$ cat config.mk
export PLATFORM = sky130hd
export DESIGN_NAME = seg7_scan_ctrl
export DESIGN_NICKNAME = d
export VERILOG_FILES = /design/src/rtl/seg7_pkg.sv /design/src/rtl/seg7_hex_decoder.sv /design/src/rtl/seg7_scan_ctrl.sv
export SDC_FILE = /design/constraint.sdc
export NUM_CORES = 1
export LEC_CHECK = 0
export BUFFER_PORTS_ARGS = -buffer_cell sky130_fd_sc_hd__buf_2
export CAP_MARGIN = 0
export CELL_PAD_IN_SITES_DETAIL_PLACEMENT = 1
export CELL_PAD_IN_SITES_GLOBAL_PLACEMENT = 2
export CORE_AREA = 4 4 109 111
export CTS_BUF_LIST = sky130_fd_sc_hd__clkbuf_4 sky130_fd_sc_hd__clkbuf_8 sky130_fd_sc_hd__clkbuf_16
export CTS_CLUSTER_SIZE = 20
export DETAILED_ROUTE_END_ITERATION = 12
export DIE_AREA = 0 0 113 115
export PLACE_DENSITY = 0.73
export SYNTH_ARGS = -nofsm -noshare
export SYNTH_HDL_FRONTEND = slang
export SYNTH_SLANG_ARGS = --single-unit
$ cat constraint.sdc
create_clock -name clk -period 1.8 [get_ports clk]
set_input_delay 0.36 -clock clk [delete_from_list [all_inputs] [get_ports clk]]
set_output_delay 0.36 -clock clk [all_outputs]
set_load 0.05 [all_outputs]
$ cat src/rtl/seg7_pkg.sv
// Shared constants, hex glyph table and scan state type for the 4-digit 7-segment scanner.
package seg7_pkg;
  localparam int              NUM_DIGITS = 4;
  localparam logic [6:0]      SEG_OFF    = 7'b0000000;
  localparam logic [NUM_DIGITS-1:0] LINE_OFF = '1;

  // Segment order {a,b,c,d,e,f,g}, 1 = lit; entry 15 first so index == nibble.
  localparam logic [15:0][6:0] SEG_TABLE = {
    7'b1000111,  // F
    7'b1001111,  // E
    7'b0111101,  // d
    7'b1001110,  // C
    7'b0011111,  // b
    7'b1110111,  // A
    7'b1111011,  // 9
    7'b1111111,  // 8
    7'b1110000,  // 7
    7'b1011111,  // 6
    7'b1011011,  // 5
    7'b0110011,  // 4
    7'b1111001,  // 3
    7'b1101101,  // 2
    7'b0110000,  // 1
    7'b1111110   // 0
  };

  typedef enum logic {BLANK, SHOW} scan_state_t;
endpackage

$ cat src/rtl/seg7_hex_decoder.sv
// Combinational nibble to 7-segment glyph lookup.
module seg7_hex_decoder
  import seg7_pkg::*;
(
  input  logic [3:0] nibble,
  output logic [6:0] seg
);
  assign seg = SEG_TABLE[nibble];
endmodule

$ cat src/rtl/seg7_scan_ctrl.sv
// 4-digit 7-segment scan controller with double-buffered value and frame-aligned commit.
// Optional build macro SEG7_LZ_BLANK_EN enables leading-zero suppression on digits 3..1.
module seg7_scan_ctrl
  import seg7_pkg::*;
#(
  parameter int SLOT_CYCLES  = 1000,
  parameter int BLANK_CYCLES = 50
) (
  input  logic        clk,
  input  logic        rst_n,
  input  logic        enable,
  input  logic        wr_valid,
  output logic        wr_ready,
  input  logic [15:0] wr_data,
  input  logic [3:0]  wr_dp,
  output logic [6:0]  seg,
  output logic        dp,
  output logic [3:0]  line,
  output logic        frame_start
);
  localparam int CW = $clog2(SLOT_CYCLES);
  localparam int IW = $clog2(NUM_DIGITS);
  localparam logic [CW-1:0] CNT_LAST   = CW'(SLOT_CYCLES - 1);
  localparam logic [CW-1:0] BLANK_LAST = CW'(BLANK_CYCLES - 1);
  localparam logic [IW-1:0] IDX_LAST   = IW'(NUM_DIGITS - 1);

  scan_state_t               state, state_nxt;
  logic [CW-1:0]             cnt, cnt_nxt;
  logic [IW-1:0]             idx, idx_nxt;
  logic [NUM_DIGITS-1:0][3:0] shadow, active;
  logic [NUM_DIGITS-1:0]     shadow_dp, active_dp;
  logic [NUM_DIGITS-1:0][6:0] dec_seg, digit_seg;
  logic [6:0]                seg_nxt;
  logic                      dp_nxt, frame_nxt, xfer, commit;
  logic [NUM_DIGITS-1:0]     line_nxt;

  for (genvar k = 0; k < NUM_DIGITS; k++) begin : g_dig
    seg7_hex_decoder u_dec (.nibble(active[k]), .seg(dec_seg[k]));
`ifdef SEG7_LZ_BLANK_EN
    if (k == 0) begin : g_lsd
      assign digit_seg[k] = dec_seg[k];
    end else begin : g_lz
      // Blank only when this digit and every higher digit are zero.
      assign digit_seg[k] = (~|active[NUM_DIGITS-1:k]) ? SEG_OFF : dec_seg[k];
    end
`else
    assign digit_seg[k] = dec_seg[k];
`endif
  end

  always_comb begin
    state_nxt = state;
    cnt_nxt   = cnt + 1'b1;
    idx_nxt   = idx;
    seg_nxt   = SEG_OFF;
    dp_nxt    = 1'b1;
    line_nxt  = LINE_OFF;
    frame_nxt = 1'b0;
    if (!enable) begin
      state_nxt = BLANK;
      cnt_nxt   = '0;
      idx_nxt   = '0;
    end else begin
      frame_nxt = (cnt == '0) && (idx == '0);
      case (state)
        BLANK: if (cnt == BLANK_LAST) state_nxt = SHOW;
        SHOW: begin
          line_nxt[idx] = 1'b0;
          seg_nxt       = digit_seg[idx];
          dp_nxt        = ~active_dp[idx];
        end
        default: state_nxt = BLANK;
      endcase
      if (cnt == CNT_LAST) begin
        cnt_nxt   = '0;
        idx_nxt   = (idx == IDX_LAST) ? '0 : idx + 1'b1;
        state_nxt = BLANK;
      end
    end
  end

  // A write landing on the commit cycle sees wr_ready=1, so nothing is pending to commit yet.
  assign xfer   = wr_valid & wr_ready;
  assign commit = frame_nxt & ~wr_ready;

  always_ff @(posedge clk or negedge rst_n) begin
    if (!rst_n) begin
      state       <= BLANK;
      cnt         <= '0;
      idx         <= '0;
      shadow      <= '0;
      shadow_dp   <= '0;
      active      <= '0;
      active_dp   <= '0;
      wr_ready    <= 1'b1;
      seg         <= SEG_OFF;
      dp          <= 1'b1;
      line        <= LINE_OFF;
      frame_start <= 1'b0;
    end else begin
      state       <= state_nxt;
      cnt         <= cnt_nxt;
      idx         <= idx_nxt;
      seg         <= seg_nxt;
      dp          <= dp_nxt;
      line        <= line_nxt;
      frame_start <= frame_nxt;
      if (commit) begin
        active    <= shadow;
        active_dp <= shadow_dp;
        wr_ready  <= 1'b1;
      end
      if (xfer) begin
        shadow    <= wr_data;
        shadow_dp <= wr_dp;
        wr_ready  <= 1'b0;
      end
    end
  end
endmodule

# Word level (Yosys, flattened, before mapping)
# Memory sizes are Yosys's and may differ from the RTL's.
# Cells that the tools add are included.
op_classes:
  n_addsub: 2
  magnitude_cmp: 6
  n_eq_ne: 4
  n_mux: 28
  bitwise: 5
  n_reduce_logical: 5
ops:
  columns: ["operator", "n"]
  rows:
  - ["$mux 7", 7]
  - ["$lt 4x5->1 const B", 4]
  - ["$mux 10", 2]
  - ["$bmux 7 s2", 1]
  - ["$mux 1", 11]
  - ["$add 10x1->10 const B", 1]
  - ["$eq 10x10->1 const B", 1]
  - ["$eq 10x6->1 const B", 1]
  - ["$logic_not 10->1", 1]
  - ["$mux 4", 2]
  - ["$mux 2", 3]
  - ["$not 4->4", 1]
  - ["$lt 2x3->1 const B", 1]
  - ["$add 2x1->2 const B", 1]
  - ["$and 1x1->1", 2]
  - ["$bmux 1 s2", 1]
  - ["$demux 1 s2", 1]
  - ["$eq 2x2->1 const B", 1]
  - ["$ge 2x1->1 const B", 1]
  - ["$logic_and 1x1->1", 2]
  - ["$logic_not 2->1", 1]
  - ["$ne 2x1->1 const B", 1]
  - ["$not 1->1", 2]
  - ["$reduce_bool 2->1", 1]
word_totals:
  ff_bits: 67
  romBits: 448
  input_bits: 24
  word_cells: 72
  mem_count: 4
memory_table:
  columns: ["name", "depth", "word_bits", "rd", "rd_clocked_by_memory_dff", "wr", "line", "source"]
  rows:
  - ["(no name shown)", 16, 7, 1, 0, 0, "seg7_hex_decoder.sv:8", "assign seg = SEG_TABLE[nibble];"]
  - ["(no name shown)", 16, 7, 1, 0, 0, "seg7_hex_decoder.sv:8", null]
  - ["(no name shown)", 16, 7, 1, 0, 0, "seg7_hex_decoder.sv:8", null]
  - ["(no name shown)", 16, 7, 1, 0, 0, "seg7_hex_decoder.sv:8", null]

# Longest topological paths before layout
logic_depth:
  word_depth: 7
  depth_mapped: 8
  ltp_nobuf: 6

# Hierarchy
# From an unflattened synthesis, not the netlist that was laid out.
hier_totals:
  hier_cells: 336
  area_unflattened_um2: 4117.7
by_module_without_submodules:
  columns: ["mod", "n_inst", "cells_each", "area_each_um2", "seq_area_each_um2"]
  rows:
  - ["seg7_scan_ctrl", 1, 204, 2965.3, 1684.1]
  - ["seg7_hex_decoder (g_dig[2].u_dec ...)", 2, 33, 287.8, 0.0]
  - ["seg7_hex_decoder (g_dig[1].u_dec)", 1, 33, 290.3, 0.0]
  - ["seg7_hex_decoder (g_dig[0].u_dec)", 1, 33, 286.5, 0.0]

# Least setup slack after synthesis
# OpenSTA, ideal clock, no wires.
synth_path:
  path_type: "register -> register"
  start: "reg idx[1]"
  end: "reg active[11] (netlist name)"
  setup_time_ps: 125
  arrival_time_ps: 1810
  t_required_ps: 1675
  slack_ps: -134
  path_stages_with_launch: 9
  n_path_buf: 2
  cell_sequence: "dfrtp_1 -> buf_2 -> clkinv_1 -> ha_1 -> and4bb_2 -> nand4_2 -> nor2_2 -> buf_6 -> mux2_2"
synth_between:
  elab_chain_len: 4
synth_lines:
  columns: ["item", "line", "source"]
  rows:
  - ["start: declaration", "seg7_scan_ctrl.sv:29", "logic [IW-1:0] idx, idx_nxt;"]
  - ["start signal: assignment", "seg7_scan_ctrl.sv:103", "idx <= idx_nxt;"]
  - ["$logic_not 2->1", "seg7_scan_ctrl.sv:64", "frame_nxt = (cnt == '0) && (idx == '0);"]
  - ["$logic_and 1x1->1", "seg7_scan_ctrl.sv:64", null]
  - ["$mux 1", "seg7_scan_ctrl.sv:59", "if (!enable) begin"]
  - ["$and 1x1->1", "seg7_scan_ctrl.sv:84", "assign commit = frame_nxt & ~wr_ready;"]
  - ["end signal: assignment", "seg7_scan_ctrl.sv:109", "active <= shadow;"]
  - ["end: declaration", "seg7_scan_ctrl.sv:30", "logic [NUM_DIGITS-1:0][3:0] shadow, active;"]
# No other way between the ends.
# A chain may end at the register's enable or synchronous reset.

# Worst setup path in the final report
layout_path:
  start: "reg idx[1]"
  end: "reg active[3] (netlist name)"
# The elaborated chain is that of the path after synthesis.

==> reports/results.ini <==
[status]
run_status = finished clean

[layout]
final_layout_size_suffix_gt1_share_pct = 43.5
syn_to_final_growth_pct = 25.1
utilization_pct = 44.5
insertedDiodeCount = 0
final_area_mm2 = 0.00481
instances_no_fill = 554
nets = 465
fill_cells = 1178

[routing]
routedWlPerCell_um = 15.7
routed_wl_mm = 8.71
drtAntennaViolNets = 0
topRoutingLayerUsed = met4
vias_per_cell = 4.91
wl_met2_mm = 4.41
drt_first_pass_iters = 4
drt_iter0_drc = 134
vias = 2719
wl_met3_um = 314
wl_met1_mm = 3.87
drcViolationCount = 0

[sta]
maxSlewViolCount = 0
holdWs_ns = 0.156
tns_ns = 0
rsz0062_at_grt = yes
min_period_ns = 1.79
setup_viol = 0
fmax_ghz = 0.557
fin_skew_ns = 0.0137
setup_ws_ns = 0.00622
fin_crit_sh_pct = 99.7
relSlewSlack_pct = 66.2
hold_viol = 0
worst_slew_pin_slew_ns = 0.506

[placement]
port_buffers = 37
placed_cells = 524
dp_hpwl_mm = 6.03
dp_slack_ns = -0.0196
place_area_mm2 = 0.00436
place_congestion = 0.781

[pwr]
power.density_mw_per_mm2 = 1400
p_total_mw = 6.73
ir_worst_vdd_mv = 0.709
p_leak_nw = 2.23

[clock_tree]
cts_sinks = 67
cts_tree = done
cts-root-buf = clkbuf_8
clk_pin_slew_ns = 0.06
htree_levels = 3
cts_made_buffers = 9
clockBufferDepth = 2
worst_skew_pair.late_latency_ns = 0.37

[synth]
async_flop_share_pct = 100
synth_edf_count = 0
ys_seq_elements = 67
syn_nets = 392
ys.flop_type = dfrtp_1
syn_inst = 337
synth_warnings = 0
synth_area_mm2 = 0.00384
avgSynthCellArea_um2 = 11.4
synth_cell_types = 47
seq_area_frac_synth_pct = 43.8

[die]
fp.dieW_um = 113
core_area_mm2 = 0.0108
die-area_mm2 = 0.0130
die_h_um = 115
rows = 38
initial_core_util_pct = 35.6
num_io_pins = 38

[worst_setup_path]
path_buf_inv = 2
worst_setup_path_start_kind = flop
crit_required_ns = 2.05
max_stage_delay_ns = 0.42
cp_max_fo = 10
cpMaxStageDelayCell = dfrtp_1
worstSetupPathType = reg -> reg
arrival_ns = 2.04
path_cells = clkinv_4 > ha_4 > and4bb_2 > nand4_4 > nor2_4 > buf_12 > mux2_2
crit_family = simple AND/OR/NAND/NOR gates
endpoint_kind = flop

[grt]
grtUsageTotal_pct = 14.6
grt_pass1_vias = 2934
antenna_found_initial = 0
grt_pass1_wl_mm = 14.8
grt_overflow = 0
grt_start_max_net_pins = 68

[flow_run]
maxCapViolations = 0

[hold_path]
min_path_type = in -> reg

-- synthesized netlist by cell type, types with 2 or more instances --
library cell	n	area, um2
mux4_2	5	113
a221oi_1	2	17.5
clkbuf_2	2	10.0
xor2_1	4	35.0
mux2i_1	11	110
o21ai_0	3	15.0
clkbuf_1	8	30.0
ha_1	31	388
a211oi_1	4	30.0
o22ai_1	5	31.3
nor2b_1	13	81.3
o32ai_1	4	35.0
buf_2	6	30.0
inv_1	15	56.3
a21oi_1	14	70.1
a31oi_1	5	31.3
buf_6	2	22.5
dfstp_2	6	158
nand2b_1	2	12.5
buf_1	2	7.51
mux2_2	49	552
and3_1	5	31.3
xnor2_1	5	43.8
nor2_1	16	60.1
nand3_1	6	30.0
o31ai_1	3	22.5
nor3_1	7	35.0
and2_1	3	18.8
a211o_1	2	17.5
nand2_1	20	75.1
dfrtp_1	61	1530
-- cells in the final DEF, fill, tap and decap left out, drive strengths merged, types with 2 or more instances in the layout --
master and count:
a21oi 14, a211o 2, and3 5, inv 15, o32ai 4, mux4 5, clkbuf 14, a211oi 4
o21ai 3, buf 81, nor3 7, nand4 2, a221oi 2, dfrtp 61, nand2 21, dfstp 6
nand3 6, xnor2 5, nor2 17, nor2b 13, a31oi 5, mux2 50, o31ai 3, and2 3
o22ai 5, xor2 4, nand2b 2, mux2i 11, ha 31
-- cell families after synthesis --
family / after synthesis / synth area share [%]
AND/OR/NAND/NOR: 82 / 11.4
flip-flops: 67 / 43.8
multiplexers: 66 / 20.5
AO/OA/AOI/OAI: 46 / 7.98
buffers and inverters: 36 / 4.17
adder cells (fa/ha/maj): 31 / 10.1
XOR/XNOR: 9 / 2.05
-- metal layers --
metal  track usage (%)  vias up
li1                  -     1335
met1              17.5     1340
met2              25.0       30
met3              4.89       14
met4              4.57        0
met5                 0        -
-- path summary, 6_finish.rpt --
path / start / end / slack, ns / cells past startpoint
hold reg to reg: shadow[14] / shadow[14] / 0.50 / 1
max in group asynchronous: rst_n / line[1] / 0.92 / 3
hold / removal: wr_valid / wr_ready / 0.16 / 2
min in group asynchronous: rst_n / cnt[8] / 0.53 / 3
setup reg to reg: idx[1] / active[3] / 0.006 / 7
setup / recovery: idx[1] / active[3] / 0.006 / 7
-- sequential cells by signal, summed over array words and instances (netlist names) --
register / flops
shadow_dp: 4
cnt: 10
shadow: 16
dp: 1
state: 1
seg: 7
frame_start: 1
line: 4
active_dp: 4
idx: 2
active: 16
wr_ready: 1
-- final cells by class --
cell class	count	area [um2]	share of cell area, %
Clock buffer	14	186	3.88
Sequential cell	67	1690	35.1
Tap cell	140	175	3.64
Timing Repair Buffer	82	558	11.6
Inverter	16	65.1	1.35
Multi-Input combinational cell	234	2110	43.8
Clock inverter	1	30.0	0.625
-- worst register-to-register path: stages (launching register included) --
cell,delay [ns]
dfrtp_1,0.42
clkinv_4,0.07
ha_4,0.13
and4bb_2,0.25
nand4_4,0.10
nor2_4,0.22
buf_12,0.17
mux2_2,0.34
-- power breakdown --
group / internal, mW / switching (mW) / total (mW)
Sequential: 1.90 / 0.525 / 2.42
Combinational: 1.73 / 1.24 / 2.97
Clock: 0.799 / 0.539 / 1.34
Total: 4.43 / 2.31 / 6.73
-- repair_timing --
action	in CTS	in global routing
gates cloned	2	0
endpoints found under the setup margin	21	26
endpoints found under the hold margin	1	0
resized for setup	22	13
hold buffers	1	0
buffers inserted	13	1
pin swaps	4	4
No activity file was read; power rests on OpenSTA's default activity.
